==> src/rtl/cu_pkg.sv <==
// Shared encodings for the multi-cycle RV32I control unit.
// States, opcodes and datapath mux selects.
package cu_pkg;

  typedef enum logic [3:0] {
    FETCH,
    DECODE,
    EXEC_R,
    EXEC_I,
    MEMADR,
    MEMREAD,
    MEMWB,
    MEMWRITE,
    ALUWB,
    JAL,
    BRANCH,
    TRAP
  } state_t;

  localparam logic [6:0] OP_R   = 7'b0110011;
  localparam logic [6:0] OP_I   = 7'b0010011;
  localparam logic [6:0] OP_LW  = 7'b0000011;
  localparam logic [6:0] OP_SW  = 7'b0100011;
  localparam logic [6:0] OP_BR  = 7'b1100011;
  localparam logic [6:0] OP_JAL = 7'b1101111;

  localparam logic [2:0] ALU_ADD = 3'b000;
  localparam logic [2:0] ALU_SUB = 3'b001;
  localparam logic [2:0] ALU_AND = 3'b010;
  localparam logic [2:0] ALU_OR  = 3'b011;
  localparam logic [2:0] ALU_SLT = 3'b101;

  localparam logic [1:0] ALUOP_ADD = 2'b00;
  localparam logic [1:0] ALUOP_SUB = 2'b01;
  localparam logic [1:0] ALUOP_FN  = 2'b10;

  localparam logic [1:0] RES_ALUOUT = 2'b00;
  localparam logic [1:0] RES_MEM    = 2'b01;
  localparam logic [1:0] RES_ALU    = 2'b10;

  localparam logic [1:0] SRCA_PC    = 2'b00;
  localparam logic [1:0] SRCA_OLDPC = 2'b01;
  localparam logic [1:0] SRCA_RS1   = 2'b10;

  localparam logic [1:0] SRCB_RS2 = 2'b00;
  localparam logic [1:0] SRCB_IMM = 2'b01;
  localparam logic [1:0] SRCB_4   = 2'b10;

  localparam logic [1:0] IMM_I = 2'b00;
  localparam logic [1:0] IMM_S = 2'b01;
  localparam logic [1:0] IMM_B = 2'b10;
  localparam logic [1:0] IMM_J = 2'b11;

  function automatic logic [1:0] imm_sel(
    input logic [6:0] op
  );
    case (op)
      OP_SW:   imm_sel = IMM_S;
      OP_BR:   imm_sel = IMM_B;
      OP_JAL:  imm_sel = IMM_J;
      default: imm_sel = IMM_I;
    endcase
  endfunction

endpackage

==> src/rtl/multicycle_controlunit_alu_decoder.sv <==
// ALU control decode from ALUOp, funct3 and funct7[5].
// Flags funct3 values this core does not implement.
module alu_decoder
  import cu_pkg::*;
(
  input  logic [1:0] aluop,
  input  logic [2:0] funct3,
  input  logic       funct7b5,
  input  logic       opb5,
  output logic [2:0] aluctrl,
  output logic       unsup
);

  always_comb begin
    aluctrl = ALU_ADD;
    unsup   = 1'b0;
    unique case (1'b1)
      (aluop == ALUOP_SUB): aluctrl = ALU_SUB;
      (aluop == ALUOP_FN): begin
        case (funct3)
          // sub only exists for register-register ops
          3'b000:  aluctrl = (opb5 && funct7b5)
                             ? ALU_SUB : ALU_ADD;
          3'b111:  aluctrl = ALU_AND;
          3'b110:  aluctrl = ALU_OR;
          3'b010:  aluctrl = ALU_SLT;
          default: unsup   = 1'b1;
        endcase
      end
      default: aluctrl = ALU_ADD;
    endcase
  end

endmodule

==> src/rtl/multicycle_controlunit.sv <==
// Multi-cycle RV32I control FSM: fetch, decode, execute,
// memory and writeback with memory handshake and trapping.
module multicycle_controlunit
  import cu_pkg::*;
#(
  parameter int WIDTH     = 32,
  parameter int ALUCTRL_W = 3
) (
  input  logic                 clk,
  input  logic                 rst_n,
  input  logic [WIDTH-1:0]     instr,
  input  logic                 EQ,
  input  logic                 mem_ready,
  output logic                 PCWrite,
  output logic                 IRWrite,
  output logic                 AdrSrc,
  output logic                 MemWrite,
  output logic                 RegWrite,
  output logic [1:0]           ResultSrc,
  output logic [1:0]           ALUSrcA,
  output logic [1:0]           ALUSrcB,
  output logic [ALUCTRL_W-1:0] ALUctrl,
  output logic [1:0]           ImmSrc,
  output logic                 instr_done,
  output logic                 illegal
);

  state_t     state, nxt;
  logic       ill_q;
  logic [1:0] aluop;
  logic [2:0] aluctrl;
  logic       unsup;
  logic [6:0] op;
  logic [2:0] f3;
  logic       unused;

  assign op     = instr[6:0];
  assign f3     = instr[14:12];
  assign unused = ^{instr[WIDTH-1:31],
                    instr[29:15], instr[11:7]};

  alu_decoder u_aludec (
    .aluop    (aluop),
    .funct3   (f3),
    .funct7b5 (instr[30]),
    .opb5     (op[5]),
    .aluctrl  (aluctrl),
    .unsup    (unsup)
  );

  assign ALUctrl = ALUCTRL_W'(aluctrl);
  assign ImmSrc  = imm_sel(op);
  assign illegal = ill_q;

  always_ff @(posedge clk) begin
    if (!rst_n) begin
      state <= FETCH;
      ill_q <= 1'b0;
    end else begin
      state <= nxt;
      if (nxt == TRAP) ill_q <= 1'b1;
    end
  end

  always_comb begin
    nxt        = state;
    aluop      = ALUOP_ADD;
    PCWrite    = 1'b0;
    IRWrite    = 1'b0;
    AdrSrc     = 1'b0;
    MemWrite   = 1'b0;
    RegWrite   = 1'b0;
    ResultSrc  = RES_ALUOUT;
    ALUSrcA    = SRCA_PC;
    ALUSrcB    = SRCB_RS2;
    instr_done = 1'b0;
    unique case (state)
      FETCH: begin
        ALUSrcB   = SRCB_4;
        ResultSrc = RES_ALU;
        IRWrite   = mem_ready;
        PCWrite   = mem_ready;
        if (mem_ready) nxt = DECODE;
      end
      DECODE: begin
        ALUSrcA = SRCA_OLDPC;
        ALUSrcB = SRCB_IMM;
        case (op)
          OP_R:   nxt = EXEC_R;
          OP_I:   nxt = EXEC_I;
          OP_LW,
          OP_SW:  nxt = MEMADR;
          OP_BR:  nxt = (f3[2:1] == 2'b00)
                        ? BRANCH : TRAP;
          OP_JAL: nxt = JAL;
          default: nxt = TRAP;
        endcase
      end
      EXEC_R: begin
        ALUSrcA = SRCA_RS1;
        ALUSrcB = SRCB_RS2;
        aluop   = ALUOP_FN;
        nxt     = unsup ? TRAP : ALUWB;
      end
      EXEC_I: begin
        ALUSrcA = SRCA_RS1;
        ALUSrcB = SRCB_IMM;
        aluop   = ALUOP_FN;
        nxt     = unsup ? TRAP : ALUWB;
      end
      MEMADR: begin
        ALUSrcA = SRCA_RS1;
        ALUSrcB = SRCB_IMM;
        nxt     = op[5] ? MEMWRITE : MEMREAD;
      end
      MEMREAD: begin
        AdrSrc = 1'b1;
        if (mem_ready) nxt = MEMWB;
      end
      MEMWB: begin
        ResultSrc  = RES_MEM;
        RegWrite   = 1'b1;
        instr_done = 1'b1;
        nxt        = FETCH;
      end
      MEMWRITE: begin
        AdrSrc     = 1'b1;
        MemWrite   = 1'b1;
        instr_done = mem_ready;
        if (mem_ready) nxt = FETCH;
      end
      ALUWB: begin
        RegWrite   = 1'b1;
        instr_done = 1'b1;
        nxt        = FETCH;
      end
      JAL: begin
        ALUSrcA = SRCA_OLDPC;
        ALUSrcB = SRCB_4;
        PCWrite = 1'b1;
        nxt     = ALUWB;
      end
      BRANCH: begin
        ALUSrcA    = SRCA_RS1;
        ALUSrcB    = SRCB_RS2;
        aluop      = ALUOP_SUB;
        // funct3[0] distinguishes bne from beq
        PCWrite    = f3[0] ? !EQ : EQ;
        instr_done = 1'b1;
        nxt        = FETCH;
      end
      TRAP:    nxt = TRAP;
      default: nxt = FETCH;
    endcase
  end

endmodule

==> config.mk <==
export PLATFORM = sky130hd
export DESIGN_NAME = multicycle_controlunit
export DESIGN_NICKNAME = d
export VERILOG_FILES = /design/src/rtl/cu_pkg.sv /design/src/rtl/multicycle_controlunit_alu_decoder.sv /design/src/rtl/multicycle_controlunit.sv
export SDC_FILE = /design/constraint.sdc
export NUM_CORES = 1
export LEC_CHECK = 0
export ABC_AREA = 1
export CORE_UTILIZATION = 33
export DETAILED_ROUTE_END_ITERATION = 8
export GPL_TIMING_DRIVEN = 0
export PLACE_DENSITY = 0.79
export SLEW_MARGIN = 20
export SYNTH_ARGS = -nofsm -noshare
export SYNTH_HDL_FRONTEND = slang
export SYNTH_HIERARCHICAL = 1
export SYNTH_SLANG_ARGS = --single-unit
==> constraint.sdc <==
create_clock -name clk -period 2.8 [get_ports clk]
set_clock_uncertainty 0.15 [all_clocks]
set_input_delay 0.42 -clock clk [delete_from_list [all_inputs] [get_ports clk]]
set_output_delay 0.42 -clock clk [all_outputs]
set_load 0.005 [all_outputs]
==> results.sh, run 1 <==
export IMPL_nNetsFinal=202
export IMPL_syn_area_per_cell_um2=5.557
export IMPL_grt_pass1_vias=876
export IMPL_grt_pass1_wl_um=3360
export IMPL_grtUsageTotal_pct=19.73
export IMPL_fin_crit_ns=2.633
export IMPL_path_clk_slew_ns=0.04
export IMPL_cpPeakStageDelay_ns=0.43
export IMPL_hold_viol_final=0
export IMPL_grt_max_degree=7
export IMPL_slowest_stage="clkdlybuf4s50_1"
export IMPL_die_w_um=48.24
export IMPL_overflow=0
export IMPL_clock_sinks=5
export IMPL_relSlewSlack_pct=85.91
export IMPL_viasPerCell=4.679
export IMPL_critical_path_n_buffers_inverters=4
export IMPL_dp_hpwl_um=1690
export IMPL_rrSetupSlack_ns=0.71
export IMPL_p_total_uw=382.9
export IMPL_drt_iter0_drc=12
export IMPL_crit_arrival_ns=2.06
export IMPL_start_util_pct=35.61
export IMPL_die_height_um=48.24
export IMPL_p_per_area_nw_per_um2=348.6
export IMPL_num_rows=16
export IMPL_io_buffer_count=32
export IMPL_cp_required_ns=2.23
export IMPL_worstPathMaxFanout=4
export IMPL_vdd_drop_max_uv=197.2
export IMPL_ant_nets=0
export IMPL_start_kind="flip-flop"
export IMPL_die_area_um2=2327
export IMPL_ys_seq_area_share_pct=14.18
export IMPL_hold_buffers=0
export IMPL_fin_crit_sh_pct=94.05
export IMPL_ctsLongestPathBuffers=2
export IMPL_vias=889
export IMPL_routed_wl_um=1874
export IMPL_root_buffer="clkbuf_4"
export IMPL_antenna_found_initial=0
export IMPL_crit_chain="inv_2, nor2_2, inv_1, nor2_4, inv_1, ha_1, nand3_1, nand2_1, nor2_1, nor2_1, clkdlybuf4s50_1"
export IMPL_post_place_ws_ns=0.2295
export IMPL_cp_startpoint="state[3]$_SDFF_PN0_"
export IMPL_clock_fmax_ghz=0.3797
export IMPL_end_kind="primary output"
export IMPL_cts_tree="yes"
export IMPL_worst_pin_slew_ns=0.2095
export IMPL_cts_buffers=3
export IMPL_status="completed"
export IMPL_synth_fp_nets=165
export IMPL_critical_path_class="flip-flop to primary output"
export IMPL_worstHoldStart="illegal$_SDFFE_PN0N_"
export IMPL_clk_latency_ns=0.23
export IMPL_layout_drive_gt1_share_pct=19.02
export IMPL_min_path_type="flip-flop to flip-flop"
export IMPL_slew_violations=0
export IMPL_drt_pass1_iterations=4
export IMPL_io_pins=54
export IMPL_place_congestion=0.8596
export IMPL_crit_family="buffers and inverters"
export IMPL_reg2reg_from="state[3]$_SDFF_PN0_"
export IMPL_drc=0
export IMPL_core_area_um2=1982
export IMPL_antenna_cells=0
export IMPL_netlist_area_um2=705.7
export IMPL_setup_violations=0
export IMPL_cts_max_level=1
export IMPL_yosys_warnings=6
export IMPL_timing_final_ws_setup_ns=0.1667
export IMPL_totalNegativeSetupSlack_ns=0
export IMPL_post_synth_num_cell_types=24
export IMPL_leakage_nw=0.5181
export IMPL_ys_seq_elements=5
export IMPL_fillers=192
export IMPL_cap_violations=0
export IMPL_syn_inst=127
export IMPL_avgRoutedWirePerCell_um=9.863
export IMPL_area_growth_syn_to_layout_pct=55.67
export IMPL_rsz0062_at_grt="no"
[tightest hold or removal path: cells and delay by family (launching register included)]
kind | cells | cell delay (ns)
compound gates | 1 | 0.05
flops | 1 | 0.30
buf+inv | 1 | 0.06
[placed cells by master, fill, tap and decap left out, types with 2 or more instances in the layout]
master | synthesis | layout
dfxtp_2 | 0 | 2
inv_2 | 6 | 6
clkdlybuf4s50_1 | 0 | 31
inv_1 | 25 | 25
o211ai_1 | 2 | 2
o21ai_0 | 2 | 2
nor2_4 | 3 | 4
nand4_1 | 2 | 2
ha_1 | 2 | 2
nor2_2 | 4 | 4
nand2_1 | 25 | 25
nor3_2 | 2 | 2
a21oi_1 | 3 | 3
nand3_2 | 2 | 2
clkbuf_4 | 0 | 3
nand3_1 | 8 | 8
nor2_1 | 24 | 23
dfxtp_1 | 5 | 3
nand2_2 | 4 | 4
[synthesized netlist by cell type (all sizes together)]
cell type | count | area share, %
nand4 | 2 | 1.8
nor3 | 2 | 2.8
o31ai | 1 | 1.1
o21ai | 2 | 1.4
or2 | 1 | 0.89
a21oi | 4 | 3.4
nand3 | 10 | 8.5
nand2 | 30 | 18
xnor2 | 1 | 1.2
a31oi | 1 | 0.89
ha | 2 | 3.5
o211ai | 2 | 2.1
dfxtp | 5 | 14
inv | 31 | 16
nor2 | 31 | 21
nor3b | 1 | 1.1
and3 | 1 | 1.1
[metrics by stage]
stage / instance area (um2) / utilization, % / hold slack, ns / instances
finish: 1099 / 55.43 / 0.3139 / 190
global route: 1099 / 55.43 / 0.3357 / 190
CTS: 1090 / 54.99 / 0.3165 / 190
detailed placement: 1060 / 53.47 / 0.3129 / 186
global placement: 1060 / 53.47 / 0.2991 / 186
floorplan: 705.7 / - / 0.3064 / 127
[logic make-up after synthesis]
family / share of synthesized area, %
AND/OR/NAND/NOR: 55.67
buffers and inverters: 16.49
AO/OA/AOI/OAI: 8.865
flip-flops: 14.18
adder cells (fa/ha/maj): 3.546
XOR/XNOR: 1.241
[flip-flops by register name, summed over array words and instances (netlist names)]
signal and count:
state 4, illegal 1
[per-layer routing]
layer	wire [um]	part of all wire, %	GRT usage (%)	up-vias
met5	0	0	0	-
met4	39	2.1	3.889	0
met3	99	5.3	2.963	4
met2	977	52	38.40	38
met1	758	40	22.30	387
li1	-	-	-	460
[timing repair]
item | in CTS | in global routing
resized for setup | 2 | 3
setup buffers | 0 | 0
setup endpoints to repair | 1 | 2
hold endpoints to repair | 0 | 0
[cell type report]
class                   instances  area, um2  share of cell area, %
clock buffers                   4      26.28                  2.392
inverters                      31      116.4                  10.59
multi-input cells              91      496.7                  45.22
flip-flops and latches          5      102.6                  9.339
well taps                      27      33.78                  3.075
repair buffers                 32      322.8                  29.39
[path summary, 6_finish.rpt]
kind	cells after the start	endpoint
worst max register to register	13	illegal$_SDFFE_PN0N_
worst max-delay path	11	ALUctrl[0]
worst min register to register	2	illegal$_SDFFE_PN0N_
worst min-delay path	2	illegal$_SDFFE_PN0N_
[where the power goes]
group / switching, mW / total, mW / internal (mW)
clock: 0.0265 / 0.0801 / 0.0537
combinational: 0.103 / 0.212 / 0.108
sequential: 0.0108 / 0.0913 / 0.0805
total: 0.141 / 0.383 / 0.242
Power figures use the tool's default switching activity.
==> run 2, diff against run 1 <==
- CORE_UTILIZATION: 33 -> 35
- CTS_BUF_LIST: not set -> sky130_fd_sc_hd__clkbuf_16
- PLACE_DENSITY: 0.79 -> 0.83
- clock period: 2.8 -> 3.1 ns (I/O delays scaled with it)
==> results.sh, run 2 (synthesized netlist as in run 1, its figures left out) <==
export IMPL_clock_fmax_ghz=0.3442
export IMPL_status="completed"
export IMPL_io_pins=54
export IMPL_cts_buffers=3
export IMPL_core_area_um2=1802
export IMPL_vias=895
export IMPL_leakage_nw=0.5257
export IMPL_antenna_cells=0
export IMPL_cpPeakStageDelay_ns=0.53
export IMPL_dpl_instance_area_um2=1057
export IMPL_crit_chain="inv_2, nor2_1, inv_1, nor2_1, inv_1, ha_1, nor3b_1, clkdlybuf4s50_1"
export IMPL_drt_iter0_drc=30
export IMPL_overflow=0
export IMPL_grt_pass1_vias=808
export IMPL_final_cell_mix="clkdlybuf4s50_1 (32), inv_1 (26), nand2_1 (25)"
export IMPL_worstPathMaxFanout=6
export IMPL_area_growth_syn_to_layout_pct=60.99
export IMPL_critical_path_class="flip-flop to primary output"
export IMPL_slew_violations=0
export IMPL_avgRoutedWirePerCell_um=10.76
export IMPL_ant_nets=0
export IMPL_largest_register="state"
export IMPL_start_kind="flip-flop"
export IMPL_start_util_pct=39.17
export IMPL_setup_violations=0
export IMPL_crit_family="buffers and inverters"
export IMPL_final_common_cell="clkdlybuf4s50_1"
export IMPL_die_w_um=46.90
export IMPL_crit_arrival_ns=2.29
export IMPL_cts_resized=0
export IMPL_cts_tree="yes"
export IMPL_die_height_um=46.90
export IMPL_met3_wirelength_um=146
export IMPL_path_clk_slew_ns=0.04
export IMPL_cts_setup_buffers=0
export IMPL_totalNegativeSetupSlack_ns=0
export IMPL_place_congestion=0.8903
export IMPL_stdcell_area_um2=1136
export IMPL_grt_pass1_wl_um=3194
export IMPL_hold_buffers=0
export IMPL_nNetsFinal=202
export IMPL_largest_reg_flops=4
export IMPL_end_kind="primary output"
export IMPL_critical_path_n_buffers_inverters=4
export IMPL_clk_latency_ns=0.23
export IMPL_antenna_found_initial=0
export IMPL_cap_violations=0
export IMPL_worst_pin_slew_ns=0.2778
export IMPL_fin_crit_ns=2.905
export IMPL_die_area_um2=2200
export IMPL_met1Wirelength_um=843
export IMPL_cts_max_level=1
export IMPL_viasPerCell=4.761
export IMPL_clock_sinks=5
export IMPL_slowest_stage="clkdlybuf4s50_1"
export IMPL_drc=0
export IMPL_io_buffer_count=32
export IMPL_hold_viol_final=0
export IMPL_relSlewSlack_pct=81.45
export IMPL_p_per_area_nw_per_um2=428.2
export IMPL_grtUsageTotal_pct=20.60
export IMPL_route_met2_wl_um=1010
export IMPL_num_rows=15
export IMPL_layout_drive_gt1_share_pct=17.18
export IMPL_routed_wl_um=2023
export IMPL_dp_hpwl_um=1574
export IMPL_fin_crit_sh_pct=93.71
export IMPL_top_layer_used="met4"
export IMPL_rsz0062_at_grt="no"
export IMPL_root_buffer="clkbuf_16"
export IMPL_cp_required_ns=2.48
export IMPL_ctsLongestPathBuffers=2
export IMPL_grt_max_degree=7
export IMPL_min_path_type="flip-flop to flip-flop"
export IMPL_vdd_drop_max_uv=279.7
export IMPL_drt_pass1_iterations=4
==> run 2: cell count changes in the layout (fill, tap and decap cells not counted) <==
cell / before / now
dfxtp_2: 2 / 0
nor2_4: 4 / 3
clkbuf_1: 1 / 0
dfxtp_1: 3 / 5
inv_1: 25 / 26
clkbuf_4: 3 / 0
nor2_1: 23 / 24
clkdlybuf4s50_1: 31 / 32
clkbuf_16: 0 / 3
dlymetal6s2s_1: 1 / 0
==> run 2: per-stage QoR <==
step / worst slack (ns) / hold WS, ns / cells / total power, mW / util [%]
after floorplan: 1.123 / 0.3064 / 127 / 0.1809 / -
after global placement: 0.4857 / 0.2969 / 184 / 0.2672 / 58.68
after detailed placement: 0.4746 / 0.3231 / 184 / 0.2724 / 58.68
after CTS: 0.1945 / 0.3306 / 188 / 0.4865 / 63.06
after global routing: 0.05218 / 0.3462 / 188 / 0.5144 / 63.06
final: 0.1951 / 0.3339 / 188 / 0.4864 / 63.06
==> run 2: per-layer routing <==
layer | vias up | global-route usage [%]
li1 | 459 | -
met1 | 388 | 22.65
met2 | 44 | 37.78
met3 | 4 | 5.385
met4 | 0 | 7.429
met5 | - | 0
==> run 2: area by class of cell <==
class / instances / area [um2]
tap: 25 / 31.28
multi-input combinational: 91 / 489.2
clock inverter: 1 / 3.754
sequential: 5 / 100.1
clock buffer: 3 / 75.07
timing repair buffer: 32 / 320.3
inverter: 31 / 116.4
fill: 177 / 665.6
==> run 2: tightest hold or removal path: stages (launching register included) <==
cell	delay [ns]
dfxtp_1	0.31
inv_1	0.07
a21oi_2	0.05
==> run 2: final timing paths <==
kind,from,end,slack (ns),depth (start not counted)
setup / recovery,state[1]$_SDFF_PN0_,ALUctrl[1],0.20,8
hold / removal,illegal$_SDFFE_PN0N_,illegal$_SDFFE_PN0N_,0.33,2
setup reg to reg,state[1]$_SDFF_PN0_,illegal$_SDFFE_PN0N_,0.83,13
hold reg to reg,illegal$_SDFFE_PN0N_,illegal$_SDFFE_PN0N_,0.33,2
==> run 2: power breakdown <==
part	leakage [nW]	switching (mW)	total (mW)	internal, mW
combinational	0.443	0.0945	0.192	0.0973
sequential	0.0408	0.0107	0.0827	0.0720
clock	0.0423	0.0447	0.212	0.167
total	0.526	0.150	0.486	0.337
==> run 3, diff against run 2 <==
- CORE_UTILIZATION: 35 -> 36
- PLACE_DENSITY: 0.83 -> 0.85
==> results.sh, run 3 (synthesized netlist as in run 1, its figures left out) <==
export IMPL_die_w_um=46.28
export IMPL_grt_max_degree=7
export IMPL_root_buffer="clkbuf_16"
export IMPL_final_cell_mix="clkdlybuf4s50_1 (32), inv_1 (26), nand2_1 (25)"
export IMPL_largest_register="state"
export IMPL_p_per_area_nw_per_um2=425.7
export IMPL_critical_path_class="flip-flop to primary output"
export IMPL_cts_tree="yes"
export IMPL_crit_arrival_ns=2.25
export IMPL_area_growth_syn_to_layout_pct=60.99
export IMPL_status="completed"
export IMPL_met3_wirelength_um=81
export IMPL_avgRoutedWirePerCell_um=10.19
export IMPL_worst_pin_slew_ns=0.2595
export IMPL_top_layer_used="met4"
export IMPL_min_path_type="flip-flop to flip-flop"
export IMPL_drt_iter0_drc=22
export IMPL_io_buffer_count=32
export IMPL_fin_crit_sh_pct=92.43
export IMPL_clock_sinks=5
export IMPL_place_congestion=0.9144
export IMPL_worstPathMaxFanout=6
export IMPL_route_met2_wl_um=999
export IMPL_viasPerCell=4.702
export IMPL_io_pins=54
export IMPL_layout_drive_gt1_share_pct=17.18
export IMPL_vdd_drop_max_uv=212.4
export IMPL_cts_setup_buffers=0
export IMPL_hold_buffers=0
export IMPL_drt_pass1_iterations=4
export IMPL_start_kind="flip-flop"
export IMPL_cts_buffers=3
export IMPL_ant_nets=0
export IMPL_leakage_nw=0.5257
export IMPL_vias=884
export IMPL_clk_latency_ns=0.23
export IMPL_largest_reg_flops=4
export IMPL_start_util_pct=39.58
export IMPL_fin_crit_ns=2.865
export IMPL_overflow=0
export IMPL_rsz0062_at_grt="no"
export IMPL_die_height_um=46.28
export IMPL_grtUsageTotal_pct=20.08
export IMPL_hold_viol_final=0
export IMPL_num_rows=15
export IMPL_drc=0
export IMPL_cts_max_level=1
export IMPL_clock_fmax_ghz=0.3490
export IMPL_dp_cells=184
export IMPL_cp_required_ns=2.48
export IMPL_grt_pass1_wl_um=3132
export IMPL_end_kind="primary output"
export IMPL_antenna_cells=0
export IMPL_setup_violations=0
export IMPL_dp_hpwl_um=1587
export IMPL_grt_pass1_vias=826
export IMPL_totalNegativeSetupSlack_ns=0
export IMPL_antenna_found_initial=0
export IMPL_cts_resized=0
export IMPL_met1Wirelength_um=799
export IMPL_routed_wl_um=1915
export IMPL_nNetsFinal=202
export IMPL_final_common_cell="clkdlybuf4s50_1"
export IMPL_die_area_um2=2141
export IMPL_path_clk_slew_ns=0.03
export IMPL_ctsLongestPathBuffers=2
export IMPL_slew_violations=0
export IMPL_cap_violations=0
export IMPL_instances_no_fill=188
export IMPL_core_area_um2=1783
export IMPL_relSlewSlack_pct=82.68
==> run 3: cell counts in the layout (fill, tap and decap cells not counted) <==
No cell type changed its count.
==> run 3: final cells by class <==
| cell class | instances | area (um2) |
|---|---|---|
| fillers | 167 | 646.9 |
| multi-input cells | 91 | 489.2 |
| repair buffers | 32 | 320.3 |
| inverters | 31 | 116.4 |
| flip-flops and latches | 5 | 100.1 |
| clock buffers | 3 | 75.07 |
| well taps | 25 | 31.28 |
| clock inverters | 1 | 3.754 |
==> run 3: where the power goes <==
part	leakage [nW]	switching, mW	total [mW]	internal, mW
logic	0.443	0.0928	0.190	0.0973
registers	0.0408	0.0104	0.0824	0.0720
clock network	0.0423	0.0440	0.211	0.167
total	0.526	0.147	0.484	0.336
==> run 3: routing by layer <==
layer	up-vias	GRT usage, %
met5	-	0
met4	0	8.235
met3	6	3.137
met2	28	38.87
met1	390	20.93
li1	460	-
==> run 3: worst paths after layout <==
path                        start              endpoint  slack, ns  cells past startpoint
max           state[1]$_SDFF_PN0_            ALUctrl[1]       0.23                      8
min          illegal$_SDFFE_PN0N_  illegal$_SDFFE_PN0N_       0.35                      2
max reg2reg   state[1]$_SDFF_PN0_  illegal$_SDFFE_PN0N_       0.88                     13
min reg2reg  illegal$_SDFFE_PN0N_  illegal$_SDFFE_PN0N_       0.35                      2
==> run 3: metrics by stage <==
step	setup WS, ns	util (%)	hold WS, ns	instance area (um2)	power (mW)
floorplan	1.123	-	0.3064	705.7	0.1809
global placement	0.5017	59.30	0.2983	1057	0.2668
detailed placement	0.4653	59.30	0.3364	1057	0.2717
CTS	0.2172	63.72	0.3499	1136	0.4841
global route	0.05557	63.72	0.3619	1136	0.5086
finish	0.2347	63.72	0.3512	1136	0.4836
==> run 3: critical path, stage by stage, from the launching register on <==
cell and delay, ns:
dfxtp_1 0.45, inv_2 0.11, nor2_1 0.10, inv_1 0.06, nor2_1 0.19, inv_1 0.07, ha_1 0.31, nor3b_1 0.20
clkdlybuf4s50_1 0.53
